==> config.mk <==
export PLATFORM = sky130hd
export DESIGN_NAME = branch_pred_ctrl
export DESIGN_NICKNAME = d
export VERILOG_FILES = /design/src/rtl/bp_pkg.sv /design/src/rtl/bp_table.sv /design/src/rtl/branch_pred_ctrl.sv
export SDC_FILE = /design/constraint.sdc
export NUM_CORES = 2
export LEC_CHECK = 0
export BUFFER_PORTS_ARGS = -buffer_cell sky130_fd_sc_hd__buf_2
export CELL_PAD_IN_SITES_DETAIL_PLACEMENT = 1
export CELL_PAD_IN_SITES_GLOBAL_PLACEMENT = 1
export CORE_UTILIZATION = 25
export DETAILED_ROUTE_END_ITERATION = 10
export PLACE_DENSITY = 0.43
export SYNTH_ARGS = -nofsm -noshare
export SYNTH_HDL_FRONTEND = slang
export SYNTH_SLANG_ARGS = --single-unit
==> constraint.sdc <==
create_clock -name clk -period 11.4 [get_ports clk]
set_input_delay 1.14 -clock clk [delete_from_list [all_inputs] [get_ports clk]]
set_output_delay 1.14 -clock clk [all_outputs]
set_load 0.02 [all_outputs]
==> src/rtl/bp_pkg.sv <==
// ---------------------------------------------------------------------------
// bp_pkg: shared counter encodings, FSM states and counter update helper.
// Revision: 1.0
// ---------------------------------------------------------------------------
`default_nettype none

package bp_pkg;

  localparam logic [1:0] CTR_SNT = 2'b00;
  localparam logic [1:0] CTR_WNT = 2'b01;
  localparam logic [1:0] CTR_WT  = 2'b10;
  localparam logic [1:0] CTR_ST  = 2'b11;

  typedef enum logic [0:0] {
    ST_INIT = 1'b0,
    ST_RUN  = 1'b1
  } bp_state_e;

  function automatic logic [1:0] ctr_next(input logic [1:0] ctr, input logic taken);
    if (taken) begin
      return (ctr == CTR_ST) ? CTR_ST : ctr + 2'd1;
    end
    return (ctr == CTR_SNT) ? CTR_SNT : ctr - 2'd1;
  endfunction

endpackage

`default_nettype wire

==> src/rtl/bp_table.sv <==
// ---------------------------------------------------------------------------
// bp_table: predictor storage; fetch and execute lookup ports, one sync write port.
// Revision: 1.0
// ---------------------------------------------------------------------------
`default_nettype none

module bp_table #(
  parameter int ENTRIES = 16,
  parameter int IDX_W   = 4,
  parameter int TAG_W   = 26
) (
  input  logic             clk,
  input  logic [IDX_W-1:0] i_ridx_f,
  output logic             o_valid_f,
  output logic [TAG_W-1:0] o_tag_f,
  output logic [31:0]      o_target_f,
  output logic [1:0]       o_ctr_f,
  input  logic [IDX_W-1:0] i_ridx_e,
  output logic             o_valid_e,
  output logic [TAG_W-1:0] o_tag_e,
  output logic [31:0]      o_target_e,
  output logic [1:0]       o_ctr_e,
  input  logic             i_we,
  input  logic [IDX_W-1:0] i_widx,
  input  logic             i_wvalid,
  input  logic [TAG_W-1:0] i_wtag,
  input  logic [31:0]      i_wtarget,
  input  logic [1:0]       i_wctr
);

  logic             r_valid  [ENTRIES];
  logic [TAG_W-1:0] r_tag    [ENTRIES];
  logic [31:0]      r_target [ENTRIES];
  logic [1:0]       r_ctr    [ENTRIES];

  // No reset here: the controller's INIT sweep establishes the contents.
  always_ff @(posedge clk) begin
    if (i_we) begin
      r_valid[i_widx]  <= i_wvalid;
      r_tag[i_widx]    <= i_wtag;
      r_target[i_widx] <= i_wtarget;
      r_ctr[i_widx]    <= i_wctr;
    end
  end

  assign o_valid_f  = r_valid[i_ridx_f];
  assign o_tag_f    = r_tag[i_ridx_f];
  assign o_target_f = r_target[i_ridx_f];
  assign o_ctr_f    = r_ctr[i_ridx_f];

  assign o_valid_e  = r_valid[i_ridx_e];
  assign o_tag_e    = r_tag[i_ridx_e];
  assign o_target_e = r_target[i_ridx_e];
  assign o_ctr_e    = r_ctr[i_ridx_e];

endmodule

`default_nettype wire

==> src/rtl/branch_pred_ctrl.sv <==
// ---------------------------------------------------------------------------
// branch_pred_ctrl: fetch next-PC prediction, branch resolution and table update.
// Optional macro BP_STATS_EN adds branch/mispredict counters. Revision: 1.0
// ---------------------------------------------------------------------------
`default_nettype none

module branch_pred_ctrl
  import bp_pkg::*;
#(
  parameter int ENTRIES = 16,
  parameter int IDX_W   = 4,
  parameter int TAG_W   = 26
) (
  input  logic        clk,
  input  logic        rst,
  input  logic [31:0] pc_f,
  output logic        pred_taken_f,
  output logic [31:0] pred_target_f,
  output logic [31:0] next_pc_f,
  output logic        init_busy,
  input  logic        branch_e,
  input  logic [31:0] pc_e,
  input  logic        taken_e,
  input  logic [31:0] target_e,
  input  logic        pred_taken_e,
  input  logic [31:0] pred_target_e,
  output logic        flush_o,
  output logic [31:0] redirect_pc
`ifdef BP_STATS_EN
  ,
  output logic [31:0] stat_branches,
  output logic [31:0] stat_mispredicts
`endif
);

  bp_state_e        r_state, w_state_nxt;
  logic [IDX_W-1:0] r_init_ptr, w_ptr_nxt;

  logic [IDX_W-1:0] w_idx_f, w_idx_e;
  logic [TAG_W-1:0] w_pctag_f, w_pctag_e;
  logic             w_valid_f, w_valid_e;
  logic [TAG_W-1:0] w_tag_f, w_tag_e;
  logic [31:0]      w_target_f, w_target_e;
  logic [1:0]       w_ctr_f, w_ctr_e;

  logic             w_we, w_wvalid;
  logic [IDX_W-1:0] w_widx;
  logic [TAG_W-1:0] w_wtag;
  logic [31:0]      w_wtarget;
  logic [1:0]       w_wctr;

  logic w_run, w_hit_f, w_hit_e, w_resolve, w_mispredict;
  logic w_unused;

  assign w_idx_f   = pc_f[IDX_W+1:2];
  assign w_idx_e   = pc_e[IDX_W+1:2];
  assign w_pctag_f = pc_f[31:IDX_W+2];
  assign w_pctag_e = pc_e[31:IDX_W+2];
  assign w_unused  = ^{pc_f[1:0], pc_e[1:0]};

  bp_table #(
    .ENTRIES (ENTRIES),
    .IDX_W   (IDX_W),
    .TAG_W   (TAG_W)
  ) u_table (
    .clk        (clk),
    .i_ridx_f   (w_idx_f),
    .o_valid_f  (w_valid_f),
    .o_tag_f    (w_tag_f),
    .o_target_f (w_target_f),
    .o_ctr_f    (w_ctr_f),
    .i_ridx_e   (w_idx_e),
    .o_valid_e  (w_valid_e),
    .o_tag_e    (w_tag_e),
    .o_target_e (w_target_e),
    .o_ctr_e    (w_ctr_e),
    .i_we       (w_we),
    .i_widx     (w_widx),
    .i_wvalid   (w_wvalid),
    .i_wtag     (w_wtag),
    .i_wtarget  (w_wtarget),
    .i_wctr     (w_wctr)
  );

  always_ff @(posedge clk or negedge rst) begin
    if (!rst) begin
      r_state    <= ST_INIT;
      r_init_ptr <= '0;
    end else begin
      r_state    <= w_state_nxt;
      r_init_ptr <= w_ptr_nxt;
    end
  end

  assign w_run     = (r_state == ST_RUN);
  assign w_hit_f   = w_run && w_valid_f && (w_tag_f == w_pctag_f);
  assign w_hit_e   = w_valid_e && (w_tag_e == w_pctag_e);
  assign w_resolve = w_run && branch_e;
  assign w_mispredict = (taken_e != pred_taken_e) ||
                        (taken_e && (target_e != pred_target_e));

  assign init_busy     = !w_run;
  assign pred_taken_f  = w_hit_f && w_ctr_f[1];
  assign pred_target_f = w_hit_f ? w_target_f : 32'd0;
  assign flush_o       = w_resolve && w_mispredict;
  assign redirect_pc   = w_resolve ? (taken_e ? target_e : pc_e + 32'd4) : 32'd0;
  assign next_pc_f     = flush_o      ? redirect_pc   :
                         pred_taken_f ? pred_target_f : pc_f + 32'd4;

  // Single write port: INIT sweep owns it, afterwards execute-stage updates do.
  always_comb begin
    w_state_nxt = r_state;
    w_ptr_nxt   = r_init_ptr;
    w_we        = 1'b0;
    w_widx      = r_init_ptr;
    w_wvalid    = 1'b0;
    w_wtag      = '0;
    w_wtarget   = 32'd0;
    w_wctr      = CTR_WNT;
    case (r_state)
      ST_INIT: begin
        w_we      = 1'b1;
        w_ptr_nxt = r_init_ptr + IDX_W'(1);
        if (r_init_ptr == IDX_W'(ENTRIES - 1)) begin
          w_state_nxt = ST_RUN;
        end
      end
      ST_RUN: begin
        if (branch_e) begin
          w_widx    = w_idx_e;
          w_wvalid  = 1'b1;
          w_wtag    = w_pctag_e;
          w_wtarget = target_e;
          if (w_hit_e) begin
            w_we   = 1'b1;
            w_wctr = ctr_next(w_ctr_e, taken_e);
            if (!taken_e) begin
              w_wtarget = w_target_e;
            end
          end else if (taken_e) begin
            w_we   = 1'b1;
            w_wctr = CTR_WT;
          end
        end
      end
      default: w_state_nxt = ST_INIT;
    endcase
  end

`ifdef BP_STATS_EN
  logic [31:0] r_stat_br, r_stat_mis;

  always_ff @(posedge clk or negedge rst) begin
    if (!rst) begin
      r_stat_br  <= 32'd0;
      r_stat_mis <= 32'd0;
    end else begin
      if (w_resolve) r_stat_br  <= r_stat_br + 32'd1;
      if (flush_o)   r_stat_mis <= r_stat_mis + 32'd1;
    end
  end

  assign stat_branches    = r_stat_br;
  assign stat_mispredicts = r_stat_mis;
`endif

endmodule

`default_nettype wire

Word-level counts from Yosys, hierarchy flattened --
Memories as Yosys holds them, arrays and structs flattened. Cells that the tools add are included.
Operators by class: add/subtract/negate cells 5, eq/ne operators 6, muxes and demuxes 34, bitwise gates (word level) 1, reductions and logical operators 10
Operator list (number):
- $mux W32 | 9
- $add A32 B3 Y32 const B | 2
- $eq A26 B26 Y1 | 2
- $mux W26 | 2
- $ne A32 B32 Y1 | 1
- $mux W2 | 8
- $mux W1 | 12
- $mux W4 | 2
- $logic_and A1 B1 Y1 | 7
- $add A4 B1 Y4 const B | 1
- $eq A4 B4 Y1 const B | 1
- $add A2 B1 Y2 const B | 1
- $eq A2 B2 Y1 const B | 1
- $logic_not A2 Y1 | 1
- $pmux W1 S2 | 1
- $sub A2 B1 Y2 const B | 1
- $logic_not A1 Y1 | 1
- $logic_or A1 B1 Y1 | 1
- $ne A1 B1 Y1 | 1
- $not A1 Y1 | 1
Storage, ports and cells: register bits 5, memory bits (writable) 976, input port bits 133, output and inout port bits 99, logic and storage cells 62, memories 4
Memories:
- u_table.r_target | depth 16, bits a word 32, read ports 2, clocked after memory_dff 0, wr ports 1, line bp_table.sv:33 | logic [31:0] r_target [ENTRIES];
- u_table.r_tag | depth 16, bits a word 26, read ports 2, clocked after memory_dff 0, wr ports 1, line bp_table.sv:32 | logic [TAG_W-1:0] r_tag [ENTRIES];
- u_table.r_ctr | depth 16, bits a word 2, read ports 2, clocked after memory_dff 0, wr ports 1, line bp_table.sv:34 | logic [1:0] r_ctr [ENTRIES];
- u_table.r_valid | depth 16, bits a word 1, read ports 2, clocked after memory_dff 0, wr ports 1, line bp_table.sv:31 | logic r_valid [ENTRIES];

Longest topological paths before layout --
An unclocked memory read counts as a cell.
word-level depth 10, mapped depth 16, mapped depth without buffers 9

Cells and area by module --
From an unflattened synthesis, not the netlist that was laid out.
Second synthesis, totals: cells, all modules 2677, area total of the unflattened synthesis 48263.8 um^2
Modules (own cells, without submodules):
- bp_table | instances 1, cells each 2023, area each 43658.1 um^2, seq. area each 29308.1 um^2
- branch_pred_ctrl | instances 1, cells each 654, area each 4605.7 um^2, seq. area each 125.1 um^2

Worst setup path before layout --
No wires, ideal clock.
path kind input to register, start input port pc_e[2], end memory u_table.r_ctr[4][0], enable pin, setup time 480 ps, arrival 6190 ps, required time 10920 ps, path slack 4729 ps, stages 10, cell sequence buf_4 -> buf_4 -> mux4_2 -> a222oi_1 -> a32oi_1 -> o41ai_1 -> nand4_1 -> o31ai_2 -> a32oi_1 -> nor2_1
Between the ends: longest elaborated chain between the ends 8, elaborated cells between the ends (all ways) 11, those cells by class eq/ne (1); mux (7); reduce/logical (1); memory (2)
RTL lines:
- start, declared | line branch_pred_ctrl.sv:22 | input logic [31:0] pc_e,
- $mem_v2 Z16 W26
- $eq A26 B26 Y1 | line branch_pred_ctrl.sv:97 | assign w_hit_e = w_valid_e && (w_tag_e == w_pctag_e);
- $logic_and A1 B1 Y1 | line branch_pred_ctrl.sv:97
- $mux W1 | line branch_pred_ctrl.sv:134 | if (w_hit_e) begin
- $mux W1 | line branch_pred_ctrl.sv:129 | if (branch_e) begin
- $pmux W1 S2 | line branch_pred_ctrl.sv:120 | case (r_state)
- $mux W1 | line bp_table.sv:38 | if (i_we) begin
- $mux W1 (implied by the code) | line bp_table.sv:42 | r_ctr[i_widx] <= i_wctr;
- end, declared | line bp_table.sv:34
Several ways; a longest one is shown, not always the timed one.

Final worst setup path --
start input port pc_f[2], end output port next_pc_f[2]
Between the ends: longest elaborated chain between the ends 6, elaborated cells between the ends (all ways) 12, those cells by class add/sub (1); eq/ne (1); mux (3); reduce/logical (3); memory (4)
RTL lines:
- start, declared | line branch_pred_ctrl.sv:16 | input logic [31:0] pc_f,
- $mem_v2 Z16 W26 or $mem_v2 Z16 W1 (tied branches)
- $eq A26 B26 Y1 or $logic_and A1 B1 Y1 (tied branches) | line branch_pred_ctrl.sv:96 | assign w_hit_f = w_run && w_valid_f && (w_tag_f == w_pctag_f);
- $logic_and A1 B1 Y1 | line branch_pred_ctrl.sv:96
- $mux W32 or $logic_and A1 B1 Y1 (tied branches) | line branch_pred_ctrl.sv:104, branch_pred_ctrl.sv:103
- $mux W32 * | line branch_pred_ctrl.sv:108 | pred_taken_f ? pred_target_f : pc_f + 32'd4;
- $mux W32 * | line branch_pred_ctrl.sv:107 | assign next_pc_f = flush_o ? redirect_pc :
- end, declared | line branch_pred_ctrl.sv:19 | output logic [31:0] next_pc_f,
Mark *: on every way between the ends. The rest lies on a longest branch, timed or not.

==> reports/metrics.cfg <==
[run_status]
status = complete, no violations

[logic_synthesis]
syn_area_mm2 = 0.0493
yosysSeqAreaShare_pct = 59.7
yosys.area.top_type_share_pct = 59.5
yosys.area.top_type = edfxtp_1
synth_seq_cells = 981
syn_area_per_cell_um2 = 17.8
async_flop_share_pct = 0.510
synth.distinct_cells = 74
synthTopCellsByArea = edfxtp_1, mux4_2, mux2i_1
synthFlopType = edfxtp_1
yosysWarnings = 0
synth_edf_count = 976
synth_nets = 2904
syn_inst = 2768

[setup_path]
r2r_end = u_table.r_valid[15]$_DFFE_PP_
reg2reg_depth = 10
crit_start = pc_f[2]
crit_path_end = next_pc_f[2]
worst_ep_required_time_ns = 10.26
r2r_slack_ns = 5.69
worstPathMaxFanout = 66
end_kind = primary output
critical_path_arrival_ns = 6.51
critical_path_class = in -> out
worstSetupStartpointType = input port
r2r-start = u_table.r_tag[3][2]$_DFFE_PP_

[sta]
final.setup.tns_ns = 0
period_minus_slack_ns = 7.65
hold_viol = 0
clock_skew_ns = 0.0497
slew_viol_final = 0
rsz0062_at_grt = no
worstMarginPinSlew_ns = 1.21
setup_viol = 0
fmax_mhz = 131
fin_crit_sh_pct = 67.1
slew_headroom_pct = 19.1

[cts]
cts_buffers = 116
clkSlewWorstSetupHoldPaths_ns = 0.05
clock_sinks = 981
cts_buffer_depth = 3
ctsResizeCount = 0
cts_tree = yes
clock_insertion_delay_worst_skew_ns = 0.77
cts_max_level = 3
cts_setup_buffers = 0
cts_root_buf = clkbuf_16
holdBufCountCts = 0

[cells_and_area]
fin_cells = 5719
layout_common_cells = edfxtp_1, mux4_2, buf_2
layout_commonest_cell = edfxtp_1
final_layout_size_suffix_gt1_share_pct = 33.1
regArea_mm2 = 0.0294
fillers = 20300
final_nets = 3133
multiInputGateArea_mm2 = 0.0188
area_delta_synth_final_pct = 16.1

[routing]
drc_errors = 0
drt_iter0_markers = 2487
viasPerCell = 5.23
wl_per_cell_um = 37.0
dr_total_vias = 29900
dr.pass1.iters = 8
antenna_left = 0
wl_um = 211000

[floorplan]
start_util_pct = 25.2
die_h_um = 446
core.rowCount = 162
die_area_mm2 = 0.199
ioPinCount = 232
core_area_mm2 = 0.195
die_x_um = 446

[place]
portBuffers = 231
dpl.hpwl_um = 141000
dp_cells = 5503
place.gp.congestion = 0.845

[global_route]
antenna_found_initial = 9
grt_max_degree = 100
grt_pass1_wl_um = 286000
grt_usage_pct = 21.1
grt_pass1_vias = 32800
grt-ovfl-total = 0

[pwr]
p_switching_mw = 2.13
p_clk_share_pct = 42.3
power_frac_comb_pct = 10.3
p_per_area_mw_per_mm2 = 147
intPower_mw = 6.27
ir_drop_v = 0.000143
swShare_pct = 25.4
p_leak_nw = 19.5
p_seq_share_pct = 47.3

[min_path]
hold_class = in -> async

[job]
drv_cap = 0

==> registers in the layout, indices dropped and copies added, names as in the netlist <==
signal and count:
r_init_ptr 4, u_table.r_ctr 32, u_table.r_tag 416, r_state 1
u_table.r_target 512, u_table.r_valid 16
==> final cells by class <==
class | instances | area share [%]
flip-flops and latches | 981 | 51.5
multi-input cells | 1538 | 32.9
well taps | 2624 | 5.74
clock buffers | 148 | 5.29
repair buffers | 319 | 3.41
clock inverters | 64 | 0.954
inverters | 41 | 0.278
diodes | 4 | 0.0175
==> power groups by stage <==
stage | sequential [mW] | clock, mW | combinational (mW)
final | 3.98 | 3.56 | 0.867
after detailed placement | 4.05 | 0 | 0.880
after global placement | 4.05 | 0 | 0.876
after CTS | 3.98 | 3.65 | 0.883
after floorplan | 4.05 | 0 | 0.488
after global routing | 3.98 | 3.75 | 0.906
==> worst max-delay path, stage by stage <==
cell	delay, ns
buf_8	0.60
buf_12	0.45
nor2b_1	0.51
a22oi_1	0.23
and3b_1	0.24
o41a_1	0.41
a211oi_1	0.72
nand4_1	0.44
nor4b_4	0.36
buf_4	0.61
mux2i_1	0.18
mux2_2	0.28
buf_2	0.16
==> logic make-up after synthesis <==
family                   synth area share [%]
buffers and inverters                    2.46
AO/OA/AOI/OAI                            3.55
adder cells (fa/ha/maj)                0.0762
multiplexers                             27.5
AND/OR/NAND/NOR                          4.38
XOR/XNOR                                 2.27
flip-flops                               59.7
==> how the worst min path moves through the flow <==
| stage | startpoint | to | slack [ns] | cells past startpoint |
|---|---|---|---|---|
| after floorplan | r_init_ptr[0]$_DFFE_PN0N_ | r_init_ptr[0]$_DFFE_PN0N_ | 0.52 | 1 |
| after global placement | r_init_ptr[0]$_DFFE_PN0N_ | r_init_ptr[0]$_DFFE_PN0N_ | 0.58 | 1 |
| after detailed placement | r_init_ptr[0]$_DFFE_PN0N_ | r_init_ptr[0]$_DFFE_PN0N_ | 0.59 | 1 |
| after CTS | rst | r_state$_DFF_PN0_ | 0.12 | 1 |
| after global routing | rst | r_state$_DFF_PN0_ | 0.15 | 1 |
| final | rst | r_init_ptr[1]$_DFFE_PN0N_ | 0.18 | 1 |
==> Yosys cell counts, types with 4 or more instances <==
cell,count
o211ai_1,4
nor3_1,14
nor4_1,15
and3_1,33
xnor2_1,77
mux2_2,16
a21oi_1,43
buf_4,16
and2_1,37
nand2_1,83
o21ai_0,21
o22ai_1,24
or4_1,6
edfxtp_1,976
inv_1,40
or3_1,10
buf_2,41
a32oi_1,8
a22o_1,25
mux4_2,499
nand2b_1,6
a31oi_1,10
a221oi_1,5
o21ai_1,20
nand4_1,31
a211oi_1,6
buf_1,31
a221oi_2,5
nor2_1,132
clkbuf_1,100
o221ai_1,4
nor2b_1,14
buf_8,4
mux2i_1,215
xor2_1,51
o311ai_0,4
dfrtp_1,5
nand3_1,31
a22oi_1,36
buf_6,14
==> layer usage <==
| layer | share of wire, % | wire length [µm] | global-route usage, % |
|---|---|---|---|
| met5 | 0 | 0 | 0 |
| met4 | 4.4 | 9350 | 8.32 |
| met3 | 3.7 | 7770 | 2.63 |
| met2 | 51 | 108000 | 37.3 |
| met1 | 41 | 85900 | 26.0 |
==> through the flow <==
step	total power, mW	util, %	setup slack (ns)	area (µm²)	hold slack, ns
2_1_floorplan	4.54	-	4.73	49300	0.517
3_3_place_gp	4.93	27.4	3.48	53600	0.585
3_5_place_dp	4.93	27.4	3.42	53600	0.585
4_1_cts	8.51	29.3	3.57	57200	0.121
5_1_grt	8.64	29.3	3.42	57200	0.146
6_report	8.40	29.3	3.75	57200	0.184
No activity file was read; power rests on OpenSTA's default activity.
